### config.mk
export PLATFORM = sky130hd
export DESIGN_NAME = riscv_imem_boot_ctrl
export DESIGN_NICKNAME = d
export VERILOG_FILES = /design/src/rtl/riscv_imem_boot_ctrl.sv
export SDC_FILE = /design/constraint.sdc
export NUM_CORES = 1
export LEC_CHECK = 0
export BUFFER_PORTS_ARGS = -buffer_cell sky130_fd_sc_hd__buf_2
export CAP_MARGIN = 40
export CORE_MARGIN = 5
export CORE_UTILIZATION = 48
export DETAILED_ROUTE_END_ITERATION = 10
export PLACE_DENSITY = 0.95
export SLEW_MARGIN = 20
export SYNTH_ARGS = -nofsm -noshare
export SYNTH_HDL_FRONTEND = slang
export SYNTH_SLANG_ARGS = --single-unit
export TNS_END_PERCENT = 1
### constraint.sdc
create_clock -name i_clk -period 5.9 [get_ports i_clk]
set_input_delay 0.295 -clock i_clk [delete_from_list [all_inputs] [get_ports i_clk]]
set_output_delay 0.295 -clock i_clk [all_outputs]
set_load 0.02 [all_outputs]
### src/rtl/riscv_imem_boot_ctrl.sv
// Boot loader for a RISC-V instruction memory: streams program words into imem,
// holds the core in reset while loading, then hands the read port to the core.
module riscv_imem_boot_ctrl #(
    parameter int XLEN = 32,
    parameter int AW   = 10
) (
    input  logic            i_clk,
    input  logic            i_rst,
    input  logic            i_boot_start,
    input  logic [AW:0]     i_boot_len,
    input  logic [XLEN-1:0] i_boot_data,
    input  logic            i_boot_valid,
    output logic            o_boot_ready,
    output logic            o_imem_we,
    output logic [AW-1:0]   o_imem_waddr,
    output logic [XLEN-1:0] o_imem_wdata,
    input  logic [AW-1:0]   i_core_faddr,
    output logic [AW-1:0]   o_imem_raddr,
    output logic            o_core_rst,
    output logic            o_boot_done,
    output logic            o_boot_err
);

    typedef enum logic [1:0] {
        IDLE    = 2'd0,
        LOAD    = 2'd1,
        RELEASE = 2'd2,
        RUN     = 2'd3
    } state_t;

    localparam logic [AW:0] DEPTH   = {1'b1, {AW{1'b0}}};
    localparam logic [AW:0] LEN_ONE = {{AW{1'b0}}, 1'b1};

    state_t        state_reg, state_next;
    logic [AW-1:0] cnt_reg, cnt_next;
    logic [AW:0]   len_reg, len_next;
    logic          err_reg, err_next;

    logic len_legal;
    logic accept;
    logic last_word;

    assign len_legal = (i_boot_len != '0) && (i_boot_len <= DEPTH);
    assign accept    = (state_reg == LOAD) && i_boot_valid;
    assign last_word = ({1'b0, cnt_reg} == (len_reg - LEN_ONE));

    always_ff @(posedge i_clk or posedge i_rst) begin
        if (i_rst) begin
            state_reg <= IDLE;
            cnt_reg   <= '0;
            len_reg   <= '0;
            err_reg   <= 1'b0;
        end else begin
            state_reg <= state_next;
            cnt_reg   <= cnt_next;
            len_reg   <= len_next;
            err_reg   <= err_next;
        end
    end

    always_comb begin
        state_next = state_reg;
        cnt_next   = cnt_reg;
        len_next   = len_reg;
        err_next   = 1'b0;
        case (state_reg)
            IDLE, RUN: begin
                if (i_boot_start) begin
                    if (len_legal) begin
                        state_next = LOAD;
                        cnt_next   = '0;
                        len_next   = i_boot_len;
                    end else begin
                        err_next = 1'b1;
                    end
                end
            end
            LOAD: begin
                err_next = i_boot_start;
                if (accept) begin
                    // Counter holds on the final word so a full-depth load never wraps to 0.
                    if (last_word) begin
                        state_next = RELEASE;
                    end else begin
                        cnt_next = cnt_reg + 1'b1;
                    end
                end
            end
            RELEASE: begin
                err_next   = i_boot_start;
                state_next = RUN;
            end
            default: begin
                state_next = IDLE;
            end
        endcase
    end

    assign o_boot_ready = (state_reg == LOAD);
    assign o_imem_we    = accept;
    assign o_imem_waddr = cnt_reg;
    assign o_imem_wdata = i_boot_data;
    assign o_imem_raddr = (state_reg == RUN) ? i_core_faddr : cnt_reg;
    assign o_core_rst   = (state_reg != RUN);
    assign o_boot_done  = (state_reg == RELEASE);
    assign o_boot_err   = err_reg;

endmodule

; Word level (Yosys, flattened, before mapping)
; Index checks and enable logic that the tools add are counted.
[totals]
ff_bits = 24
input_bits = 57
output_inout_bits = 57
word_cells = 41
[classes]
n_addsub = 2
magnitude_cmp = 1
n_eq_ne = 10
muxes = 14
n_reduce_logical = 10
[ops]
columns = op, count
row1 = $mux 10, 5
row2 = $pmux 10 s2, 1
row3 = $eq 10x11->1, 1
row4 = $le 11x11->1 const B, 1
row5 = $reduce_bool 11->1, 1
row6 = $sub 11x1->11 const B, 1
row7 = $add 10x1->10 const B, 1
row8 = $mux 2, 4
row9 = $ne 2x2->1 const B, 4
row10 = $pmux 2 s3, 1
row11 = $reduce_and 5->1, 1
row12 = $eq 2x2->1 const B, 2
row13 = $ne 2x1->1 const B, 2
row14 = $reduce_and 4->1, 1
row15 = $reduce_or 2->1, 2
row16 = $reduce_and 3->1, 1
row17 = $eq 2x1->1 const B, 1
row18 = $logic_and 1x1->1, 2
row19 = $logic_not 2->1, 1
row20 = $mux 1, 2
row21 = $pmux 1 s2, 1
row22 = $reduce_bool 2->1, 1

; Depth between registers and ports, before layout
; Gate-level depths: netlist (run 1).
[depth]
depth_word = 5
ltp_mapped = 10
ltp_nobuf = 10

; Worst setup path after synthesis (run 1)
; OpenSTA, ideal clock, no wires.
[synth_timing]
kind = register to register
startpoint = register len_reg[0]
endpoint = register cnt_reg[9], in the netlist o_imem_waddr[9]
arrival_ns = 2.492
required_time_ns = 5.773
slack_ns = 3.280
path_stages_with_launch = 11
path_cell_list = dfrtp_1 inv_1 ha_1 nand2b_1 and2b_1 o211a_1 a211o_1 a2111oi_4 nor2_4 nand3_1 mux2_1
[synth_between]
elab_chain_cells = 4
[synth_rtl]
columns = element, line
row1 = "start, declared", 36  ; logic [AW:0] len_reg, len_next;
row2 = "start signal, assigned", 56  ; len_reg <= len_next;
row3 = $sub 11x1->11, 45  ; assign last_word = ({1'b0, cnt_reg} == (len_reg - LEN_ONE));
row4 = $eq 10x11->1, 45
row5 = $ne 2x2->1 (no line), --
row6 = $reduce_and 5->1 (no line), --
row7 = "end signal, assigned", 55  ; cnt_reg <= cnt_next;
row8 = "end, declared", 35  ; logic [AW-1:0] cnt_reg, cnt_next;
; No other way between the ends.
; A chain may end at the register's enable or synchronous reset.

; Worst setup path in the final report (run 1)
; Same ends and word-level chain as after synthesis.

==> parameters.txt, run 1 <==
Parameter                              Value

Place
  Count of input and output buffers ... 49
  Estimated wirelength of the detail-placed design ... 3580 µm
  Routability congestion estimate from global placement ... 0.903
  Placed cells ... 271

Routing
  Highest routed metal layer ... met4
  Via count normalized by instance count ... 5.75
  Total iterations of the first detailed-routing run ... 5
  Vias post-DR ... 1587
  First DRT Iteration DRCs ... 73
  WL met2 ... 2300 µm
  Met3 wire length ... 384 µm
  DRC viols ... 0
  Total Wirelength ... 4590 µm
  Average wire per cell in the routed design ... 16.6 µm
  Wl on met1 ... 1840 µm
  Count of nets left with antenna violations after detail routing ... 0

CTS
  Max Buffers Root-to-Sink ... 2
  Number of post-CTS setup repair buffers ... 0
  # clock sinks ... 24
  Clock insertion delay at the later pin of the skew report ... 270 ps
  Clock input transition at the sequential cells of the worst setup and hold paths ... 90 ps
  Hold Buf Count CTS ... 1
  # H-tree levels ... 1
  Post-cts gate resize count ... 0
  Total clock buffers created by CTS ... 3
  Clock tree root buffer cell ... sky130_fd_sc_hd__clkbuf_8
  TritonCTS clock tree ... done

STA
  Count of final hold-check violations ... 0
  Transition time at the pin with the least slew margin ... 637 ps
  Final Cycle Share ... 0.491
  Peak Freq ... 345 MHz
  Max-slew violation count ... 0
  Worst slack on hold paths ... 275 ps
  Unrepaired setup endpoints after global routing ... no
  Count of endpoints failing setup in the final report ... 0
  Final worst path period need ... 2900 ps
  Final TNS setup ... 0 ps
  Maximum clock skew at final layout ... 3.52 ps
  Max transition margin ... 0.574

Finish
  Commonest non-fill, non-tap cell in the layout ... sky130_fd_sc_hd__buf_2
  Fraction of final layout cells with drive strength greater than 1 ... 0.354
  Final net count ... 290
  Highest-count cells in the layout ignoring fill and taps ... sky130_fd_sc_hd__buf_2, sky130_fd_sc_hd__dfrtp_1, sky130_fd_sc_hd__mux2_2
  Relative area change from synthesis to final layout ... 6.88%
  Largest register FFs ... 11
  Final cell utilization of the core ... 0.524
  Number of diodes added for antenna fixing ... 0
  Layout Cells excl Fill ... 276

Critical path
  Highest fanout seen on the critical path ... 8
  Cell depth of the worst flop-to-flop path ... 10
  Critical setup path kind ... reg2reg
  Reg2Reg Capture Point ... o_imem_waddr[9]
  Type of destination of the critical path ... flop
  Worst reg2reg setup slack ... 3000 ps
  Required arrival time at the worst endpoint ... 6050 ps
  Startpoint types ... flop
  R2r startpoint ... len_reg[0]
  Launching instance or port of the critical path ... len_reg[0]
  Endpoint arrival time on the critical path ... 3050 ps

Hold path
  Worst Min Path Start ... i_boot_len[9]
  Hold EP ... len_reg[9]
  Kind of path behind the tightest hold check ... in2reg
  Number of cells on the worst hold path ... 2

GRT
  Number of antenna violations at the first check in global routing ... 0
  Tot GR Track Use ... 0.175
  First-pass GRT wire length ... 7510 µm
  Pin count of the biggest net entering global routing ... 20
  Number of global-route vias before repair ... 1601
  Remaining global-route overflow ... 0

Floorplanning
  Chip Width ... 73.7 µm
  Area of the die ... 0.00543 mm²
  Die height ... 73.7 µm
  Total number of placement rows ... 23
  Effective utilization at floorplan ... 0.490
  Number of ports placed on the die boundary ... 114
  Core Area ... 0.00397 mm²

Yosys
  Post-synthesis share of cell area spent on and, or, nand and nor gates ... 0.186
  Compound-cell area share of the yosys netlist ... 0.102
  Number of distinct library cells after synthesis ... 47
  Number of synthesized flops with an enable pin ... 0
  Ys Warns ... 0
  Synthesized flop and latch total ... 24
  Main combinational cell family by area after synthesis ... simple AND/OR/NAND/NOR gates
  Syn_nets ... 273
  Arithmetic-cell share of the synthesized area counting full adders, half adders and majority gates ... 0.0386
  Async S/R FF share, synth ... 1.00
  Area of the mapped netlist ... 0.00195 mm²
  Proportion of synthesized area in mux cells ... 0.137
  Sequential share of the synthesized area ... 0.309
  Most used flip-flop cell after synthesis ... sky130_fd_sc_hd__dfrtp_1
  Count of mapped cells out of synthesis ... 210
  Mean area per synthesized cell ... 9.26 µm²
  Parity-gate share of the synthesized area counting xor and xnor cells ... 0.0675

Power and ir drop
  Power density of the placed cells ... 459 mW/mm²
  Max VDD drop ... 0.285 mV
  Leak ... 0.989 nW

Status
  Status ... complete, no violations

Job
  Reported max-cap violation count ... 0
==> report_power, final <==
part | internal (mW) | switching [mW]
clock network | 0.0596 | 0.0535
logic | 0.235 | 0.283
registers | 0.222 | 0.100
total | 0.517 | 0.437
==> worst max-delay path, cell delays in order (launching register included) <==
cell	delay (ps)
sky130_fd_sc_hd__dfrtp_1	460
sky130_fd_sc_hd__inv_1	80
sky130_fd_sc_hd__ha_1	280
sky130_fd_sc_hd__nand2b_1	170
sky130_fd_sc_hd__and2b_1	240
sky130_fd_sc_hd__o211a_1	210
sky130_fd_sc_hd__a211o_1	290
sky130_fd_sc_hd__a2111oi_4	500
sky130_fd_sc_hd__nor2_4	110
sky130_fd_sc_hd__nand3_1	110
sky130_fd_sc_hd__mux2_1	330
==> worst max path at each step <==
stage / end / slack, ps
2_1_floorplan: o_imem_waddr[9] / 3280
3_3_place_gp: o_imem_waddr[9] / 3180
3_5_place_dp: o_imem_waddr[9] / 3050
4_1_cts: o_imem_waddr[9] / 3020
5_1_grt: o_imem_waddr[9] / 2840
6_report: o_imem_waddr[9] / 3000
==> Yosys cell counts, types with 2 or more instances <==
| cell type | count | area [µm²] |
|---|---|---|
| sky130_fd_sc_hd__and2_1 | 2 | 12.5 |
| sky130_fd_sc_hd__and3_1 | 3 | 18.8 |
| sky130_fd_sc_hd__and4_1 | 2 | 17.5 |
| sky130_fd_sc_hd__buf_4 | 32 | 240 |
| sky130_fd_sc_hd__clkbuf_1 | 6 | 22.5 |
| sky130_fd_sc_hd__dfrtp_1 | 24 | 601 |
| sky130_fd_sc_hd__ha_1 | 6 | 75.1 |
| sky130_fd_sc_hd__inv_1 | 12 | 45.0 |
| sky130_fd_sc_hd__mux2_2 | 20 | 225 |
| sky130_fd_sc_hd__mux2i_1 | 3 | 30.0 |
| sky130_fd_sc_hd__nand2_1 | 12 | 45.0 |
| sky130_fd_sc_hd__nand3_1 | 8 | 40.0 |
| sky130_fd_sc_hd__nand4_1 | 4 | 25.0 |
| sky130_fd_sc_hd__nor2_1 | 12 | 45.0 |
| sky130_fd_sc_hd__nor2b_1 | 2 | 12.5 |
| sky130_fd_sc_hd__nor3_1 | 8 | 40.0 |
| sky130_fd_sc_hd__nor4_1 | 2 | 12.5 |
| sky130_fd_sc_hd__o211ai_1 | 4 | 30.0 |
| sky130_fd_sc_hd__o21ai_0 | 4 | 20.0 |
| sky130_fd_sc_hd__o21ai_1 | 4 | 20.0 |
| sky130_fd_sc_hd__xnor2_1 | 11 | 96.3 |
| sky130_fd_sc_hd__xor2_1 | 4 | 35.0 |
==> through the flow <==
stage	instance area, µm²	power [mW]	setup slack, ps
final	2080	0.953	3000
after global routing	2080	1.02	2840
after CTS	2080	0.950	3020
after detailed placement	2010	0.830	3050
after global placement	1990	0.801	3180
after floorplan	1950	0.728	3280
==> routing by layer <==
| metal | vias up | track usage |
|---|---|---|
| met5 | - | 0 |
| met4 | 0 | 0.0805 |
| met3 | 8 | 0.0397 |
| met2 | 82 | 0.292 |
| met1 | 757 | 0.212 |
| li1 | 740 | - |
==> kinds of logic (layout without fill, tap and decap cells) <==
group,count (synthesis),in the layout
simple gates,65,65
buf+inv,51,67
compound gates,25,25
mux,24,24
flops,24,24
xor+xnor,15,15
fa+ha+maj,6,6
==> final cells by class <==
class / instances / area, µm²
timing repair buffer: 51 / 283
inverter: 12 / 45.0
tap: 50 / 62.6
clock buffer: 4 / 55.1
sequential: 24 / 601
multi-input combinational: 135 / 1030
fill: 342 / 1890
Power figures use the tool's default switching activity.
==> run 2, diff against run 1 <==
--- a/config.mk
+++ b/config.mk
@@ -8,9 +8,9 @@
 export BUFFER_PORTS_ARGS = -buffer_cell sky130_fd_sc_hd__buf_2
 export CAP_MARGIN = 40
 export CORE_MARGIN = 5
-export CORE_UTILIZATION = 48
+export CORE_UTILIZATION = 44
 export DETAILED_ROUTE_END_ITERATION = 10
-export PLACE_DENSITY = 0.95
+export PLACE_DENSITY = 0.9
 export SLEW_MARGIN = 20
 export SYNTH_ARGS = -nofsm -noshare
 export SYNTH_HDL_FRONTEND = slang
==> constraint.sdc (replaced) <==
create_clock -name i_clk -period 2.76 [get_ports i_clk]
set_input_delay 0.138 -clock i_clk [delete_from_list [all_inputs] [get_ports i_clk]]
set_output_delay 0.138 -clock i_clk [all_outputs]
set_load 0.02 [all_outputs]
==> run 2 against run 1 <==
Net effect: sequential share of layout area decreased by 0.55 points; worst hold slack got worse by 160 ps; clock-buffer cell count unchanged; global-route usage decreased by 2.7 points; die area increased by 7.8%; critical path type unchanged; largest cell class unchanged.
==> parameters.txt, run 2 (synthesis gave the netlist of run 1 again) <==
Parameter                              Value

Power and ir drop
  Power density of the placed cells ... 962 mW/mm² (+110%)
  Proportion of power drawn by flip-flops and latches ... 0.322 (-0.016)
  Switch Pwr ... 0.907 mW (+110%)
  Max VDD drop ... 0.546 mV (+91%)
  Power Total ... 2.04 mW (+110%)
  Comb pwr share ... 0.560 (+0.017)
  Proportion of power drawn by the clock network ... 0.118 (about the same)
  Leak ... 1.01 nW (+2.5%)
  Net switching share of the total power ... 0.445 (-0.0136)
  Internal power ... 1.13 mW (+120%)

STA
  Maximum clock skew at final layout ... 6.01 ps (+2.49 ps)
  Worst slack on hold paths ... 112 ps (-163 ps)
  Count of final hold-check violations ... 0 (unchanged)
  Final Cycle Share ... 0.932 (+0.441)
  Max transition margin ... 0.647 (+0.0730)
  Final TNS setup ... 0 ps (unchanged)
  Count of endpoints failing setup in the final report ... 0 (unchanged)
  Final worst path period need ... 2570 ps (-326 ps)
  Worst setup slack after layout ... 186 ps (-2810 ps)
  Transition time at the pin with the least slew margin ... 526 ps (-111 ps)
  Max-slew violation count ... 0 (unchanged)
  Unrepaired setup endpoints after global routing ... no
  Peak Freq ... 389 MHz (+13%)

Finish
  Fraction of final layout cells with drive strength greater than 1 ... 0.368 (+0.0140)
  Sequential cell area in the final layout ... 601 µm² (unchanged)
  Number of diodes added for antenna fixing ... 0 (unchanged)
  Relative area change from synthesis to final layout ... 8.94%
  Largest register FFs ... 11 (unchanged)
  Highest-count cells in the layout ignoring fill and taps ... sky130_fd_sc_hd__buf_2, sky130_fd_sc_hd__dfrtp_1, sky130_fd_sc_hd__mux2_2
  Final net count ... 295 (+1.7%)
  Commonest non-fill, non-tap cell in the layout ... sky130_fd_sc_hd__buf_2
  Layout Cell Area excl Fill ... 0.00212 mm² (+1.9%)
  Total of fill cells in the finished design ... 411 (+20%)
  Multi-input gate area ... 0.00103 mm² (unchanged)

Critical path
  Endpoint arrival time on the critical path ... 2740 ps (-310 ps)
  Highest fanout seen on the critical path ... 8 (unchanged)
  Type of destination of the critical path ... flop
  Critical setup path kind ... reg2reg
  Startpoint types ... flop
  Launching instance or port of the critical path ... len_reg[1]
  R2r startpoint ... len_reg[1]
  Required arrival time at the worst endpoint ... 2920 ps (-3130 ps)

Job
  Reported max-cap violation count ... 0 (unchanged)

Routing
  Average wire per cell in the routed design ... 15.6 µm (-6.5%)
  First DRT Iteration DRCs ... 70 (-4.1%)
  Total Wirelength ... 4400 µm (-4.1%)
  DRC viols ... 0 (unchanged)
  Vias post-DR ... 1556 (-2.0%)
  Via count normalized by instance count ... 5.50 (-4.4%)
  Total iterations of the first detailed-routing run ... 4 (-1)
  Count of nets left with antenna violations after detail routing ... 0 (unchanged)

GRT
  First-pass GRT wire length ... 7200 µm (-4.1%)
  Tot GR Track Use ... 0.148 (-0.0267)
  Number of global-route vias before repair ... 1487 (-7.1%)
  Pin count of the biggest net entering global routing ... 20 (unchanged)
  Number of antenna violations at the first check in global routing ... 0 (unchanged)
  Remaining global-route overflow ... 0 (unchanged)

Hold path
  Kind of path behind the tightest hold check ... in2reg
  Worst Min Path Start ... i_boot_len[9]

Floorplanning
  Effective utilization at floorplan ... 0.450 (-0.0400)
  Number of ports placed on the die boundary ... 114 (unchanged)
  Area of the die ... 0.00585 mm² (+7.8%)
  Chip Width ... 76.5 µm (+3.8%)
  Total number of placement rows ... 24 (+4.3%)
  Core Area ... 0.00432 mm² (+8.9%)
  Die height ... 76.5 µm (+3.8%)

Status
  Status ... complete, no violations

Place
  Count of input and output buffers ... 49 (unchanged)
  Place WS ... 209 ps (-2840 ps)
  Routability congestion estimate from global placement ... 0.865 (-4.2%)
  Post-place instance area ... 0.00205 mm² (+2.0%)
  Estimated wirelength of the detail-placed design ... 3530 µm (-1.3%)

CTS
  Clock input transition at the sequential cells of the worst setup and hold paths ... 80 ps (about the same)
  Total clock buffers created by CTS ... 3 (unchanged)
  Clock tree root buffer cell ... sky130_fd_sc_hd__clkbuf_8
  # clock sinks ... 24 (unchanged)
  Clock insertion delay at the later pin of the skew report ... 270 ps (about the same)
  TritonCTS clock tree ... done
  Max Buffers Root-to-Sink ... 2 (unchanged)
  Post-cts gate resize count ... 0 (unchanged)
  # H-tree levels ... 1 (unchanged)
[run 2: power by group through the flow]
stage          sequential, mW  combinational (mW)  clock, mW
2_1_floorplan           0.637               0.918          0
3_3_place_gp            0.650                1.10          0
3_5_place_dp            0.658                1.14          0
4_1_cts                 0.653                1.15      0.249
5_1_grt                 0.677                1.26      0.265
6_report                0.657                1.14      0.241
[run 2: worst paths after layout]
| check | cells after the start | slack [ps] | end |
|---|---|---|---|
| worst max register to register | 10 | 190 | o_imem_waddr[9] |
| min in group asynchronous | 3 | 370 | len_reg[2] |
| worst min register to register | 2 | 580 | state_reg[1] |
| worst min-delay path | 2 | 110 | len_reg[9] |
| max in group asynchronous | 4 | 1990 | len_reg[0] |
| worst max-delay path | 10 | 190 | o_imem_waddr[9] |
[run 2: stage by stage]
stage,utilization,instances
2_1_floorplan,-,210
3_3_place_gp,0.469,277
3_5_place_dp,0.475,278
4_1_cts,0.490,283
5_1_grt,0.490,283
6_report,0.490,283
[run 2: metal layers]
layer,share of wire,vias to the layer above,GRT usage
met3,0.094,9,0.0508
met1,0.39,738,0.173
met4,0.016,0,0.0524
li1,-,744,-
met2,0.50,65,0.251
met5,0,-,0
[run 2: critical path, cell delays in order (launching register included)]
cell and delay (ps):
sky130_fd_sc_hd__dfrtp_1 430, sky130_fd_sc_hd__inv_1 60, sky130_fd_sc_hd__ha_1 190, sky130_fd_sc_hd__nand2b_1 160, sky130_fd_sc_hd__and2b_1 240, sky130_fd_sc_hd__o211a_1 210
sky130_fd_sc_hd__a211o_1 300, sky130_fd_sc_hd__a2111oi_4 380, sky130_fd_sc_hd__nor2_4 100, sky130_fd_sc_hd__nand3_1 90, sky130_fd_sc_hd__mux2_1 310
[run 2: area by class of cell]
type | instances | share of cell area
inverter | 12 | 0.0213
timing repair buffer | 56 | 0.151
tap | 52 | 0.0307
sequential | 24 | 0.283
multi-input combinational | 135 | 0.488
clock buffer | 4 | 0.0260
[run 2: what timing repair did]
| action | in CTS | in global routing |
|---|---|---|
| setup buffers | 0 | 0 |
| hold endpoints to repair | 5 | 0 |
| hold buffers | 1 | 0 |
| endpoints found under the setup margin | 0 | 0 |
==> run 3, diff against run 2 <==
==> constraint.sdc (replaced) <==
create_clock -name i_clk -period 2.76 [get_ports i_clk]
set_input_delay 0.276 -clock i_clk [delete_from_list [all_inputs] [get_ports i_clk]]
set_output_delay 0.276 -clock i_clk [all_outputs]
set_load 0.02 [all_outputs]
==> run 3 against run 2 <==
Net effect: wire length rose by 1.1%; core utilization did not move; worst hold slack improved by 130 ps; final cell count did not move; cell area did not move; clock power rose by 3%; setup slack got worse by 26 ps; largest power group unchanged; highest routed layer unchanged.
==> parameters.txt, run 3 (synthesis gave the netlist of run 1 again) <==
Parameter                              Value

Status
  Status ... complete, no violations

Floorplanning
  Area of the die ... 0.00585 mm² (unchanged)
  Total number of placement rows ... 24 (unchanged)
  Chip Width ... 76.5 µm (unchanged)
  Effective utilization at floorplan ... 0.450 (unchanged)
  Die height ... 76.5 µm (unchanged)
  Core Area ... 0.00432 mm² (unchanged)
  Number of ports placed on the die boundary ... 114 (unchanged)

Routing
  DRC viols ... 0 (unchanged)
  Average wire per cell in the routed design ... 15.7 µm (+1.1%)
  First DRT Iteration DRCs ... 55 (-21%)
  Count of nets left with antenna violations after detail routing ... 0 (unchanged)
  Via count normalized by instance count ... 5.59 (+1.6%)
  Vias post-DR ... 1581 (+1.6%)
  Total iterations of the first detailed-routing run ... 4 (unchanged)
  Total Wirelength ... 4450 µm (+1.1%)

GRT
  Number of antenna violations at the first check in global routing ... 0 (unchanged)
  Tot GR Track Use ... 0.154 (+0.00590)
  Remaining global-route overflow ... 0 (unchanged)
  First-pass GRT wire length ... 7690 µm (+6.9%)
  Pin count of the biggest net entering global routing ... 18 (-10%)
  Number of global-route vias before repair ... 1602 (+7.7%)

Finish
  Relative area change from synthesis to final layout ... 8.94% (unchanged)
  Fraction of final layout cells with drive strength greater than 1 ... 0.368 (unchanged)
  Commonest non-fill, non-tap cell in the layout ... sky130_fd_sc_hd__buf_2
  Total of fill cells in the finished design ... 394 (-4.1%)
  Multi-input gate area ... 0.00103 mm² (unchanged)
  Sequential cell area in the final layout ... 601 µm² (unchanged)
  Number of diodes added for antenna fixing ... 0 (unchanged)
  Highest-count cells in the layout ignoring fill and taps ... sky130_fd_sc_hd__buf_2, sky130_fd_sc_hd__dfrtp_1, sky130_fd_sc_hd__mux2_2
  Final cell utilization of the core ... 0.490 (unchanged)
  Layout Cells excl Fill ... 283 (unchanged)
  Final net count ... 295 (unchanged)
  Largest register FFs ... 11 (unchanged)

Hold path
  Number of cells on the worst hold path ... 2 (unchanged)
  Kind of path behind the tightest hold check ... in2reg

CTS
  TritonCTS clock tree ... done
  Total clock buffers created by CTS ... 3 (unchanged)
  Clock input transition at the sequential cells of the worst setup and hold paths ... 90 ps (about the same)
  Clock insertion delay at the later pin of the skew report ... 280 ps (about the same)
  Post-cts gate resize count ... 0 (unchanged)
  Clock tree root buffer cell ... sky130_fd_sc_hd__clkbuf_8
  Max Buffers Root-to-Sink ... 2 (unchanged)
  Number of post-CTS setup repair buffers ... 0 (unchanged)
  Hold Buf Count CTS ... 1 (unchanged)
  # H-tree levels ... 1 (unchanged)
  # clock sinks ... 24 (unchanged)

Place
  Count of input and output buffers ... 49 (unchanged)
  Estimated wirelength of the detail-placed design ... 3550 µm (+0.48%)
  Placed cells ... 278 (unchanged)
  Routability congestion estimate from global placement ... 0.872 (+0.81%)

STA
  Max-slew violation count ... 0 (unchanged)
  Transition time at the pin with the least slew margin ... 493 ps (-32.6 ps)
  Final TNS setup ... 0 ps (unchanged)
  Peak Freq ... 385 MHz (-0.99%)
  Count of endpoints failing setup in the final report ... 0 (unchanged)
  Final worst path period need ... 2600 ps (+25.8 ps)
  Maximum clock skew at final layout ... 1.64 ps (-4.37 ps)
  Final Cycle Share ... 0.942 (+0.00934)
  Max transition margin ... 0.671 (+0.0242)
  Count of final hold-check violations ... 0 (unchanged)
  Unrepaired setup endpoints after global routing ... no
  Worst slack on hold paths ... 245 ps (+133 ps)

Critical path
  Endpoint arrival time on the critical path ... 2770 ps (+30 ps)
  Startpoint types ... flop
  Cell depth of the worst flop-to-flop path ... 8 (-2)
  Type of destination of the critical path ... flop
  Highest fanout seen on the critical path ... 8 (unchanged)
  Critical setup path kind ... reg2reg
  Required arrival time at the worst endpoint ... 2930 ps (about the same)

Power and ir drop
  Leak ... 1.01 nW (unchanged)
  Power density of the placed cells ... 969 mW/mm² (+0.71%)
  Max VDD drop ... 0.498 mV (-8.8%)

Job
  Reported max-cap violation count ... 0 (unchanged)
[run 3: cell counts in the layout (fill, tap and decap cells not counted)]
No cell type changed its count.
[run 3: path summary, 6_finish.rpt]
path                                   end          start  slack [ps]
setup / recovery           o_imem_waddr[9]     len_reg[4]         160
min in group asynchronous  o_imem_waddr[7]          i_rst         520
hold reg to reg               state_reg[1]   state_reg[1]         560
max in group asynchronous  o_imem_waddr[5]          i_rst        1820
setup reg to reg           o_imem_waddr[9]     len_reg[4]         160
hold / removal                  len_reg[2]  i_boot_len[2]         250
[run 3: worst max-delay path, stage by stage (launching register included)]
cell and delay (ps):
sky130_fd_sc_hd__dfrtp_1 440, sky130_fd_sc_hd__or4_4 570, sky130_fd_sc_hd__nor3_2 190, sky130_fd_sc_hd__mux2_2 360, sky130_fd_sc_hd__and4_4 150, sky130_fd_sc_hd__a2111oi_4 270, sky130_fd_sc_hd__nor2_4 90, sky130_fd_sc_hd__nand3_1 90
sky130_fd_sc_hd__mux2_1 320
[run 3: power by group]
part	switching (mW)	leakage [nW]	internal [mW]
registers	0.184	0.305	0.475
logic	0.617	0.680	0.530
clock network	0.120	0.0288	0.128
[run 3: cell type report]
class	count	share of cell area
clock buffers	4	0.0260
inverters	12	0.0213
multi-input cells	135	0.488
flip-flops and latches	24	0.283
well taps	52	0.0307
repair buffers	56	0.151
[run 3: metrics by stage]
step                setup WS [ps]  power, mW  instance area, µm²
finish                        161       2.05                2120
global route                 22.5       2.21                2120
CTS                           170       2.06                2120
detailed placement            173       1.80                2050
global placement              281       1.75                2030
floorplan                     140       1.56                1950
[run 3: layer usage]
layer | part of all wire | track usage | vias to the layer above
met4 | 0.022 | 0.0647 | 0
met5 | 0 | 0 | -
met2 | 0.50 | 0.256 | 73
met1 | 0.39 | 0.186 | 750
li1 | - | - | 749
met3 | 0.089 | 0.0426 | 9
